==> src/rtl/round_timer_pkg.sv <==
// Shared constants for the round countdown timer.
// Key codes, FSM state encoding and the decoded-key bundle.
package round_timer_pkg;

    localparam logic [7:0] KEY_START     = 8'h16;
    localparam logic [7:0] KEY_PAUSE     = 8'h15;
    localparam logic [7:0] KEY_CLEAR     = 8'h0C;
    localparam logic [7:0] KEY_DIGIT_MAX = 8'h09;

    localparam logic [1:0] ST_ENTRY = 2'd0;
    localparam logic [1:0] ST_RUN   = 2'd1;
    localparam logic [1:0] ST_PAUSE = 2'd2;
    localparam logic [1:0] ST_DONE  = 2'd3;

    typedef struct packed {
        logic digit;
        logic start;
        logic pause;
        logic clear;
    } key_t;

endpackage

==> src/rtl/bcd4_down.sv <==
// Four BCD digit registers with clear, left-shift entry and BCD decrement.
// Priority: clear, then decrement, then shift.
module bcd4_down (
    input  logic       clk_in,
    input  logic       rst,
    input  logic       clear,
    input  logic       shift_en,
    input  logic [3:0] shift_digit,
    input  logic       dec,
    output logic [3:0] bcd3,
    output logic [3:0] bcd2,
    output logic [3:0] bcd1,
    output logic [3:0] bcd0,
    output logic       zero,
    output logic       is_one
);

    logic [3:0][3:0] dig_q;
    logic [3:0][3:0] dig_d;
    logic            brw;

    always_comb begin
        dig_d = dig_q;
        brw   = 1'b1;
        if (clear) begin
            dig_d = '0;
        end else if (dec) begin
            // ripple borrow: a zero digit wraps to 9 and passes the borrow up
            for (int i = 0; i < 4; i++) begin
                if (brw) begin
                    if (dig_q[i] == 4'd0) begin
                        dig_d[i] = 4'd9;
                    end else begin
                        dig_d[i] = dig_q[i] - 4'd1;
                        brw      = 1'b0;
                    end
                end
            end
        end else if (shift_en) begin
            dig_d = {dig_q[2:0], shift_digit};
        end
    end

    always_ff @(posedge clk_in or posedge rst) begin
        if (rst) begin
            dig_q <= '0;
        end else begin
            dig_q <= dig_d;
        end
    end

    assign bcd3   = dig_q[3];
    assign bcd2   = dig_q[2];
    assign bcd1   = dig_q[1];
    assign bcd0   = dig_q[0];
    assign zero   = (dig_q == 16'h0000);
    assign is_one = (dig_q == 16'h0001);

endmodule

==> src/rtl/round_timer_ctrl.sv <==
// Game round countdown sequencer: key entry, start/pause/clear FSM,
// one-second prescaler and binary readout of the BCD digits.
module round_timer_ctrl
    import round_timer_pkg::*;
#(
    parameter int TICK_DIV = 50000000,
    parameter int KEY_W    = 8
) (
    input  logic             clk_in,
    input  logic             rst,
    input  logic             ready,
    input  logic             key_valid,
    input  logic [KEY_W-1:0] key_code,
    output logic [3:0]       bcd3,
    output logic [3:0]       bcd2,
    output logic [3:0]       bcd1,
    output logic [3:0]       bcd0,
    output logic [13:0]      remaining,
    output logic             running,
    output logic             paused,
    output logic             done,
    output logic             timeout
);

    localparam int PW = (TICK_DIV > 1) ? $clog2(TICK_DIV) : 1;

    logic [1:0]    state_q;
    logic [1:0]    state_d;
    logic [PW-1:0] presc_q;
    logic [PW-1:0] presc_d;
    logic          tick;
    logic          timeout_d;
    logic          clr;
    logic          shift_en;
    logic          dec;
    logic          zero;
    logic          is_one;
    key_t          key;

    always_comb begin
        key       = '0;
        key.digit = key_valid && (key_code <= KEY_W'(KEY_DIGIT_MAX));
        key.start = key_valid && (key_code == KEY_W'(KEY_START));
        key.pause = key_valid && (key_code == KEY_W'(KEY_PAUSE));
        key.clear = key_valid && (key_code == KEY_W'(KEY_CLEAR));
    end

    assign tick = (presc_q == PW'(TICK_DIV - 1));

    always_comb begin
        state_d   = state_q;
        presc_d   = presc_q;
        timeout_d = 1'b0;
        clr       = 1'b0;
        shift_en  = 1'b0;
        dec       = 1'b0;
        if (!ready) begin
            state_d = ST_ENTRY;
            presc_d = '0;
            clr     = 1'b1;
        end else begin
            unique case (state_q)
                ST_ENTRY: begin
                    if (key.clear) begin
                        clr = 1'b1;
                    end else if (key.digit) begin
                        shift_en = 1'b1;
                    end else if (key.start && !zero) begin
                        state_d = ST_RUN;
                        presc_d = '0;
                    end
                end
                ST_RUN: begin
                    // the count advances even on the cycle a PAUSE lands
                    presc_d = tick ? '0 : presc_q + PW'(1);
                    dec     = tick;
                    if (key.clear) begin
                        state_d = ST_ENTRY;
                        clr     = 1'b1;
                    end else if (tick && is_one) begin
                        state_d   = ST_DONE;
                        timeout_d = 1'b1;
                    end else if (key.pause) begin
                        state_d = ST_PAUSE;
                    end
                end
                ST_PAUSE: begin
                    if (key.clear) begin
                        state_d = ST_ENTRY;
                        clr     = 1'b1;
                    end else if (key.start || key.pause) begin
                        state_d = ST_RUN;
                    end
                end
                ST_DONE: begin
                    if (key.start || key.clear) begin
                        state_d = ST_ENTRY;
                        clr     = 1'b1;
                    end
                end
                default: state_d = ST_ENTRY;
            endcase
        end
    end

    always_ff @(posedge clk_in or posedge rst) begin
        if (rst) begin
            state_q <= ST_ENTRY;
            presc_q <= '0;
            running <= 1'b0;
            paused  <= 1'b0;
            done    <= 1'b0;
            timeout <= 1'b0;
        end else begin
            state_q <= state_d;
            presc_q <= presc_d;
            running <= (state_d == ST_RUN);
            paused  <= (state_d == ST_PAUSE);
            done    <= (state_d == ST_DONE);
            timeout <= timeout_d;
        end
    end

    bcd4_down u_digits (
        .clk_in      (clk_in),
        .rst         (rst),
        .clear       (clr),
        .shift_en    (shift_en),
        .shift_digit (key_code[3:0]),
        .dec         (dec),
        .bcd3        (bcd3),
        .bcd2        (bcd2),
        .bcd1        (bcd1),
        .bcd0        (bcd0),
        .zero        (zero),
        .is_one      (is_one)
    );

    assign remaining = 14'(bcd3) * 14'd1000 + 14'(bcd2) * 14'd100
                     + 14'(bcd1) * 14'd10 + 14'(bcd0);

endmodule

==> config.mk <==
export PLATFORM = sky130hd
export DESIGN_NAME = round_timer_ctrl
export DESIGN_NICKNAME = d
export VERILOG_FILES = /design/src/rtl/round_timer_pkg.sv /design/src/rtl/bcd4_down.sv /design/src/rtl/round_timer_ctrl.sv
export SDC_FILE = /design/constraint.sdc
export NUM_CORES = 1
export LEC_CHECK = 0
export ABC_CLOCK_PERIOD_IN_PS = 4700
export CORE_UTILIZATION = 53
export CTS_CLUSTER_SIZE = 8
export DETAILED_ROUTE_END_ITERATION = 8
export HOLD_SLACK_MARGIN = 0.12
export PLACE_DENSITY = 0.75
export SETUP_SLACK_MARGIN = 0.02
export SYNTH_ARGS = -nofsm -noshare
export SYNTH_HDL_FRONTEND = slang
export SYNTH_HIERARCHICAL = 1
export SYNTH_SLANG_ARGS = --single-unit
==> constraint.sdc <==
create_clock -name clk_in -period 4.7 [get_ports clk_in]
set_clock_uncertainty 0.2 [all_clocks]
set_input_delay 0.94 -clock clk_in [delete_from_list [all_inputs] [get_ports clk_in]]
set_output_delay 0.94 -clock clk_in [all_outputs]
set_load 0.05 [all_outputs]
### After elaboration in Yosys (flattened, before gate mapping)

Cells that the tools add are included.

* bits in registers: 48
* output and inout port bits: 34
* word-level logic and storage cells: 113

* add/subtract/negate cells: 8
* multiply operators: 3
* order comparisons: 1
* eq/ne operators: 18
* multiplexer cells: 52
* reduce and logical (&&, ||, !) cells: 21

Operator list (number)
* $mux 26: 5
* $pmux 26 s2: 1
* $mux 16: 3
* $mux 4: 7
* $add 26x1->26 const B: 1
* $eq 26x26->1 const B: 1
* $mux 1: 24
* $mux 2: 10
* $eq 16x1->1 const B: 1
* $eq 8x5->1 const B: 2
* $logic_not 16->1: 1
* $logic_not 4->1: 4
* $sub 4x1->4 const B: 4
* $add 14x11->14: 1
* $add 14x4->14: 1
* $add 14x8->14: 1
* $mul 4x7->11 const B: 1
* $mul 4x5->9 const B: 1
* $ne 3x2->1 const B: 3
* $ne 3x3->1 const B: 3
* $eq 2x2->1 const B: 4
* $eq 8x4->1 const B: 1
* $le 8x4->1 const B: 1
* $pmux 2 s4: 1
* other kinds (12): 21

### Depth between registers and ports, before layout

Gate-level depths: netlist of the first run.

* depth after elaboration: 16
* gate-level depth with buffers: 17

### Cells and area by module

The synthesis of the first run kept the hierarchy.

Modules (own cells, without submodules)
* round_timer_ctrl: times used 1, cells an instance 365, area an instance 3397.0 µm², seq. area each 800.8 µm²
* bcd4_down: times used 1, cells an instance 129, area an instance 1094.8 µm², seq. area each 400.4 µm²

### Worst setup path before layout of the first run

OpenSTA, ideal clock, no wires.

* kind: register to output
* start: reg u_digits.dig_q, in the netlist u_digits/bcd3[2]
* end: out remaining[13]
* arrival time: 4980 ps
* required time: 3560 ps
* slack: -1420 ps
* stages on the path, launching flop included: 14
* path buffers: 0
* path through: dfrtp_1 fa_1 fa_1 ha_1 a21o_1 a21oi_1 xnor2_1 ha_1 ha_1 ha_1 or3_1 o211ai_1 o21ai_0 xnor2_1

* word-level cells in the longest chain between the ends: 4

Ends and longest elaborated chain
* start: declaration: line bcd4_down.sv:18 `logic [3:0][3:0] dig_q;`
* start signal: assignment: line bcd4_down.sv:48 `dig_q <= dig_d;`
* $mul 4x7->11: line round_timer_ctrl.sv:139 `assign remaining = 14'(bcd3) * 14'd1000 + 14'(bcd2) * 14'd100`
* $add 14x11->14: line round_timer_ctrl.sv:139
* $add 14x8->14: line round_timer_ctrl.sv:140 `+ 14'(bcd1) * 14'd10 + 14'(bcd0);`
* $add 14x4->14: line round_timer_ctrl.sv:140
* end: declaration: line round_timer_ctrl.sv:18 `output logic [13:0] remaining,`

No other way between the ends.

### Worst setup path after layout of the first run

* start: reg u_digits.dig_q, in the netlist u_digits/bcd3[1]
* end: out remaining[13]

Same word-level chain as after synthesis.

==> metrics.yaml, run 1 <==
synth:
  synth_edf_count: 0
  synth.cell_area_sq_um: 4490
  ys_seq_area_frac: 0.267
  ys_async_sr_fraction: 1.00
  syn_area_per_cell_sq_um: 9.09
  ys_seq_elements: 48
  synth_cell_types: 71
  syn-num-nets: 574
  synthFlopType: "dfrtp_1"
  yosys_warnings: 6
  netlist_instances: 494
worst_setup_path:
  worstReg2RegEnd: "presc_q[12]"
  path_common_cell: "ha_4"
  crit_chain: "fa_2 > fa_1 > ha_4 > a21o_1 > a21oi_2 > xnor2_1 > ha_1 > ha_4 > ha_4 > or3_1 > o211ai_1 > o21ai_2 > xnor2_4 > buf_12"
  crit_buf_inv: 1
  cp.depth: 14
  startpoint: "u_digits/bcd3[1]"
  cp-endpoint: "remaining[13]"
  worstPathMaxFanout: 4
  criticalPathCategory: "reg2out"
  cp.arrival_ps: 4250
  crit_path_max_incr_delay_ps: 580
  rrSetupSlack_ps: 1300
  r2r_cells: 11
  r2r_start: "u_digits/bcd1[1]"
  required_ps: 3560
  endpoint_kind: "output port"
  slowest_stage: "fa_2"
  cp_top_family: "adder cells"
  start_kind: "register"
cells_and_area:
  nets: 660
  fillers: 581
  diodes: 0
  final_cell_mix: "50 x buf_4, 39 x nor2_1, 38 x dfrtp_1"
  final_cells: 685
  drive_gt1_frac: 0.252
  synthToLayoutAreaGrowth_pct: 34.0
  mostFrequentLayoutCell: "buf_4"
  post-route-util: 0.732
clock_network:
  tritoncts: "done"
  clock_path_buffers: 2
  clock-sinks: 48
  root_buffer: "clkbuf_8"
  cts_max_level: 2
  clock_latency_ps: 300
  cts_buffers: 5
  path_clk_slew_ps: 90
timing:
  fin_tns_setup_ps: -3230
  setup_viol: 7
  relSlewSlack: 0.294
  fmax_mhz: 185
  setup_slack_ps: -694
  final.period_utilization: 1.15
  fin_crit_ps: 5390
  finalHoldViolCount: 0
  slew_viol_final: 0
  rsz0062_at_grt: "yes"
  worst_pin_slew_ps: 1060
worst_hold_path:
  min_path_cells: 1
  hold_path_class: "reg2reg"
job:
  drv_cap: 0
pwr:
  total_power_mw: 0.706
  vdd_drop_max_mv: 0.0999
  pwr_density_cell_nw_per_um2: 117
  leakage_nw: 2.75
placement:
  dp_cells: 669
  hpwl_mm: 7.86
  dp_slack_ps: -409
  numPortBuffers: 45
  gp_congestion: 0.910
detailed_routing:
  first_pass_iters: 4
  vias_per_cell: 5.84
  vias: 3997
  wirelength_mm: 10.7
  drt_iter0_drc: 207
  drc: 0
  wl_per_cell_microns: 15.6
  drt.antenna.violating_nets: 0
outcome:
  violations: "negative setup slack"
  status: "complete, but fails checks"
floorplanning:
  coreArea_sq_um: 8220
  fp.dieArea_sq_um: 8850
  start_util: 0.547
  ios: 46
  placementRows: 33
  die_x_microns: 94.1
  fp.dieH_microns: 94.1
global_routing:
  gr-total-overflow: 0
  track_usage: 0.248
  grt_pass1_vias: 3809
  grt_pass1_wl_mm: 17.5
  antenna_found_initial: 0
  grt_max_degree: 34
-- metal layers --
metal  track usage  vias up  routed length, microns
li1              -     1939                       -
met1         0.329     1959                    4850
met2         0.430       85                    5340
met3        0.0299       14                     365
met4        0.0603        0                     149
met5             0        -                       0
-- worst reg2reg max path: stages (launching register included) --
cell and delay (ps):
dfrtp_2 440, buf_4 140, buf_4 160, nor4_4 360, nand3_1 140, or4_4 510, nor3_2 170, nor4b_1 80
nand4_1 190, and2_1 420, nor2_1 320, nor2_1 180
-- power by group --
part | switching, mW | internal [mW]
clock | 0.139 | 0.101
sequential | 0.000454 | 0.413
combinational | 0.0316 | 0.0211
total | 0.171 | 0.535
-- synth_stat cells (8+ instances only) --
master	count	area, sq um
xor2_1	19	166
xnor2_1	15	131
nand4_1	10	62.6
and3_1	8	50.1
ha_1	51	638
nor2b_1	15	93.8
a21oi_1	16	80.1
nand2_1	30	113
o21ai_0	33	165
nand3_1	23	115
nor3_1	12	60.1
inv_1	34	128
dfrtp_1	48	1200
fa_1	17	340
nor2_1	41	154
-- final cells by class --
cell class                      count  area (sq um)  share of cell area
Clock buffer                        5          68.8              0.0114
Sequential cell                    48          1220               0.202
Timing Repair Buffer               96           928               0.154
Multi-Input combinational cell    395          3530               0.587
Inverter                           34           128              0.0212
Clock inverter                      2          12.5             0.00208
Tap cell                          105           131              0.0218
-- kinds of logic after synthesis --
group | after synthesis | synth area share
compound gates | 106 | 0.158
xor+xnor | 34 | 0.0663
fa+ha+maj | 68 | 0.218
buf+inv | 51 | 0.0468
flops | 48 | 0.267
mux | 4 | 0.00919
simple gates | 183 | 0.235
-- registers in the layout, indices dropped and copies added (netlist names) --
name           cells
u_digits/bcd3      4
u_digits/bcd0      4
timeout            1
done               1
paused             1
u_digits/bcd2      4
running            1
state_q            2
u_digits/bcd1      4
presc_q           26
-- worst min path at each step --
stage                           start  slack (ps)          end
after CTS                 presc_q[11]         310  presc_q[11]
final                      presc_q[3]         310   presc_q[3]
after floorplan            presc_q[3]         260   presc_q[3]
after global placement     presc_q[3]         280   presc_q[3]
after global routing       presc_q[3]         330   presc_q[3]
after detailed placement  presc_q[11]         300  presc_q[11]
-- through the flow --
| step | hold WS (ps) | area (sq um) |
|---|---|---|
| 2_1_floorplan | 260 | 4790 |
| 3_3_place_gp | 283 | 5700 |
| 3_5_place_dp | 296 | 5700 |
| 4_1_cts | 313 | 5950 |
| 5_1_grt | 327 | 6020 |
| 6_report | 308 | 6020 |
-- timing repair --
action / in CTS / in global routing
pin swaps: 23 / 12
hold buffers: 0 / 0
gates cloned: 0 / 0
endpoints found under the setup margin: 8 / 8
buffers inserted: 8 / 5
gates resized for setup: 19 / 8
hold endpoints to repair: 0 / 0
(Power assumes the default switching activity.)
==> inputs of run 2 (changes only) <==
--- a/config.mk
+++ b/config.mk
@@ -6,11 +6,11 @@
 export NUM_CORES = 1
 export LEC_CHECK = 0
 export ABC_CLOCK_PERIOD_IN_PS = 4700
-export CORE_UTILIZATION = 53
+export CORE_UTILIZATION = 50
 export CTS_CLUSTER_SIZE = 8
 export DETAILED_ROUTE_END_ITERATION = 8
-export HOLD_SLACK_MARGIN = 0.12
-export PLACE_DENSITY = 0.75
+export HOLD_SLACK_MARGIN = 0.05
+export PLACE_DENSITY = 0.71
 export SETUP_SLACK_MARGIN = 0.02
 export SYNTH_ARGS = -nofsm -noshare
 export SYNTH_HDL_FRONTEND = slang
==> run 2 against run 1 <==
Against the previous run: the flow still finishes with violations (negative setup slack); register-to-register slack better by 70 ps; flip-flop and latch count stayed put; sequential share of layout area is 0.067 points lower.
==> metrics.yaml, run 2 (synthesis results as in run 1) <==
pwr:
  total_power_mw: 0.814  # was 0.706 mW
  pwr_density_cell_nw_per_um2: 135  # was 117 nW/um^2
  p_sw_mw: 0.170  # was 0.171 mW
  internal_power_mw: 0.644  # was 0.535 mW
  power_frac_clock: 0.427  # was 0.340
  switching_share: 0.209  # was 0.242
  p_comb_frac: 0.066  # was 0.075
  seq_power_share: 0.508  # was 0.585
  leakage_nw: 2.76  # was 2.75 nW
  vdd_drop_max_mv: 0.135  # was 0.0999 mV
timing:
  finalHoldViolCount: 0  # unchanged
  fin_crit_ps: 5350  # was 5390 ps
  fmax_mhz: 187  # was 185 MHz
  setup_slack_ps: -652  # was -694 ps
  timing.hold.ws_ps: 301  # was 308 ps
  relSlewSlack: 0.235  # was 0.294
  rsz0062_at_grt: "yes"  # unchanged
  slew_viol_final: 0  # unchanged
  final.period_utilization: 1.14  # was 1.15
  worst_pin_slew_ps: 1150  # was 1060 ps
  setup_viol: 7  # unchanged
  fin_tns_setup_ps: -3220  # was -3230 ps
detailed_routing:
  drc: 0  # unchanged
  wl_per_cell_microns: 15.1  # was 15.6 microns
  first_pass_iters: 5  # was 4
  wirelength_mm: 10.4  # was 10.7 mm
  drt_iter0_drc: 281  # was 207
  vias: 3988  # was 3,997
  vias_per_cell: 5.80  # was 5.84
  drt.antenna.violating_nets: 0  # unchanged
cells_and_area:
  largest_register_ffs: 26  # unchanged
  final_cells: 688  # was 685
  drive_gt1_frac: 0.252  # unchanged
  final_cell_mix: "50 x buf_4, 38 x nor2_1, 38 x dfrtp_1"  # was 50 x buf_4, 39 x nor2_1, 38 x dfrtp_1
  post-route-util: 0.692  # was 0.732
  synthToLayoutAreaGrowth_pct: 34.4  # was 34.0%
  nets: 660  # unchanged
  diodes: 0  # unchanged
  mostFrequentLayoutCell: "buf_4"  # unchanged
  stdcell_area_sq_um: 6040  # was 6020 sq um
  largest-register: "presc_q"  # unchanged
clock_network:
  clock-sinks: 48  # unchanged
  postCtsHoldBufs: 0  # unchanged
  clock_path_buffers: 2  # unchanged
  root_buffer: "clkbuf_8"  # unchanged
  cts_max_level: 2  # unchanged
  cts_buffers: 5  # unchanged
  path_clk_slew_ps: 80  # was 90 ps
  clock_latency_ps: 300  # about the same
  tritoncts: "done"  # unchanged
worst_setup_path:
  criticalPathCategory: "reg2out"  # unchanged
  startpoint: "u_digits/bcd3[2]"  # was u_digits/bcd3[1]
  start_kind: "register"  # unchanged
  endpoint_kind: "output port"  # unchanged
  worstReg2RegEnd: "presc_q[15]"  # was presc_q[12]
  worstPathMaxFanout: 4  # unchanged
  required_ps: 3560  # about the same
  r2r_cells: 10  # was 11
  cp-endpoint: "remaining[11]"  # was remaining[13]
  rrSetupSlack_ps: 1370  # was 1300 ps
  cp.arrival_ps: 4210  # was 4250 ps
  r2r_start: "u_digits/bcd1[3]"  # was u_digits/bcd1[1]
placement:
  placed_area_sq_um: 5710  # was 5700 sq um
  gp_congestion: 0.885  # was 0.910
  dp_slack_ps: -432  # was -409 ps
  numPortBuffers: 45  # unchanged
  hpwl_mm: 7.63  # was 7.86 mm
  dp_cells: 674  # was 669
floorplanning:
  start_util: 0.515  # was 0.547
  coreArea_sq_um: 8720  # was 8220 sq um
  ios: 46  # unchanged
  fp.dieArea_sq_um: 9370  # was 8850 sq um
  placementRows: 34  # was 33
  fp.dieH_microns: 96.8  # was 94.1 microns
  die_x_microns: 96.8  # was 94.1 microns
worst_hold_path:
  hold_path_class: "reg2reg"  # unchanged
global_routing:
  track_usage: 0.225  # was 0.248
  grt_max_degree: 33  # was 34
  grt_pass1_vias: 3856  # was 3,809
  antenna_found_initial: 0  # unchanged
  grt_pass1_wl_mm: 17.7  # was 17.5 mm
  gr-total-overflow: 0  # unchanged
outcome:
  status: "complete, but fails checks"  # unchanged
  violations: "negative setup slack"  # unchanged
job:
  drv_cap: 0  # unchanged
[run 2: how the worst min path moves through the flow]
stage,start,end,slack (ps),cells past startpoint
after global placement,presc_q[3],presc_q[3],280,1
after CTS,presc_q[3],presc_q[3],300,1
final,presc_q[3],presc_q[3],300,1
after detailed placement,presc_q[3],presc_q[3],290,1
after floorplan,presc_q[3],presc_q[3],260,1
after global routing,presc_q[3],presc_q[3],340,1
[run 2: power by group through the flow]
| stage | registers, mW | logic, mW | clock network [mW] |
|---|---|---|---|
| after floorplan | 0.423 | 0.0276 | 0 |
| after global placement | 0.422 | 0.0519 | 0 |
| after detailed placement | 0.422 | 0.0527 | 0 |
| after CTS | 0.413 | 0.0533 | 0.354 |
| after global routing | 0.413 | 0.0589 | 0.367 |
| final | 0.413 | 0.0534 | 0.348 |
[run 2: critical path, stage by stage, from the launching register on]
cell and delay, ps:
dfrtp_4 520, fa_2 610, fa_1 460, ha_4 250, a21o_1 190, a21oi_2 160
xnor2_1 140, ha_1 270, ha_4 230, ha_4 160, or3_1 320, o211ai_1 170
buf_4 180, xnor2_2 120, buf_12 160
[run 2: routing by layer]
| layer | routed length (microns) | share of wire | vias to the layer above | track usage |
|---|---|---|---|---|
| li1 | - | - | 1945 | - |
| met1 | 4720 | 0.46 | 1920 | 0.301 |
| met2 | 5110 | 0.49 | 107 | 0.389 |
| met3 | 382 | 0.037 | 16 | 0.0289 |
| met4 | 148 | 0.014 | 0 | 0.0505 |
| met5 | 0 | 0 | - | 0 |
[run 2: timing repair]
item | CTS | global route
endpoints found under the setup margin | 7 | 9
endpoints found under the hold margin | 0 | 0
pin swaps | 30 | 15
resized for setup | 13 | 11
setup buffers | 5 | 3
[run 2: layout make-up]
type | count | area, sq um
inverter | 34 | 128
multi-input combinational | 395 | 3500
clock buffer | 5 | 68.8
fill | 674 | 2680
tap | 108 | 135
clock inverter | 2 | 60.1
sequential | 48 | 1220
timing repair buffer | 96 | 928
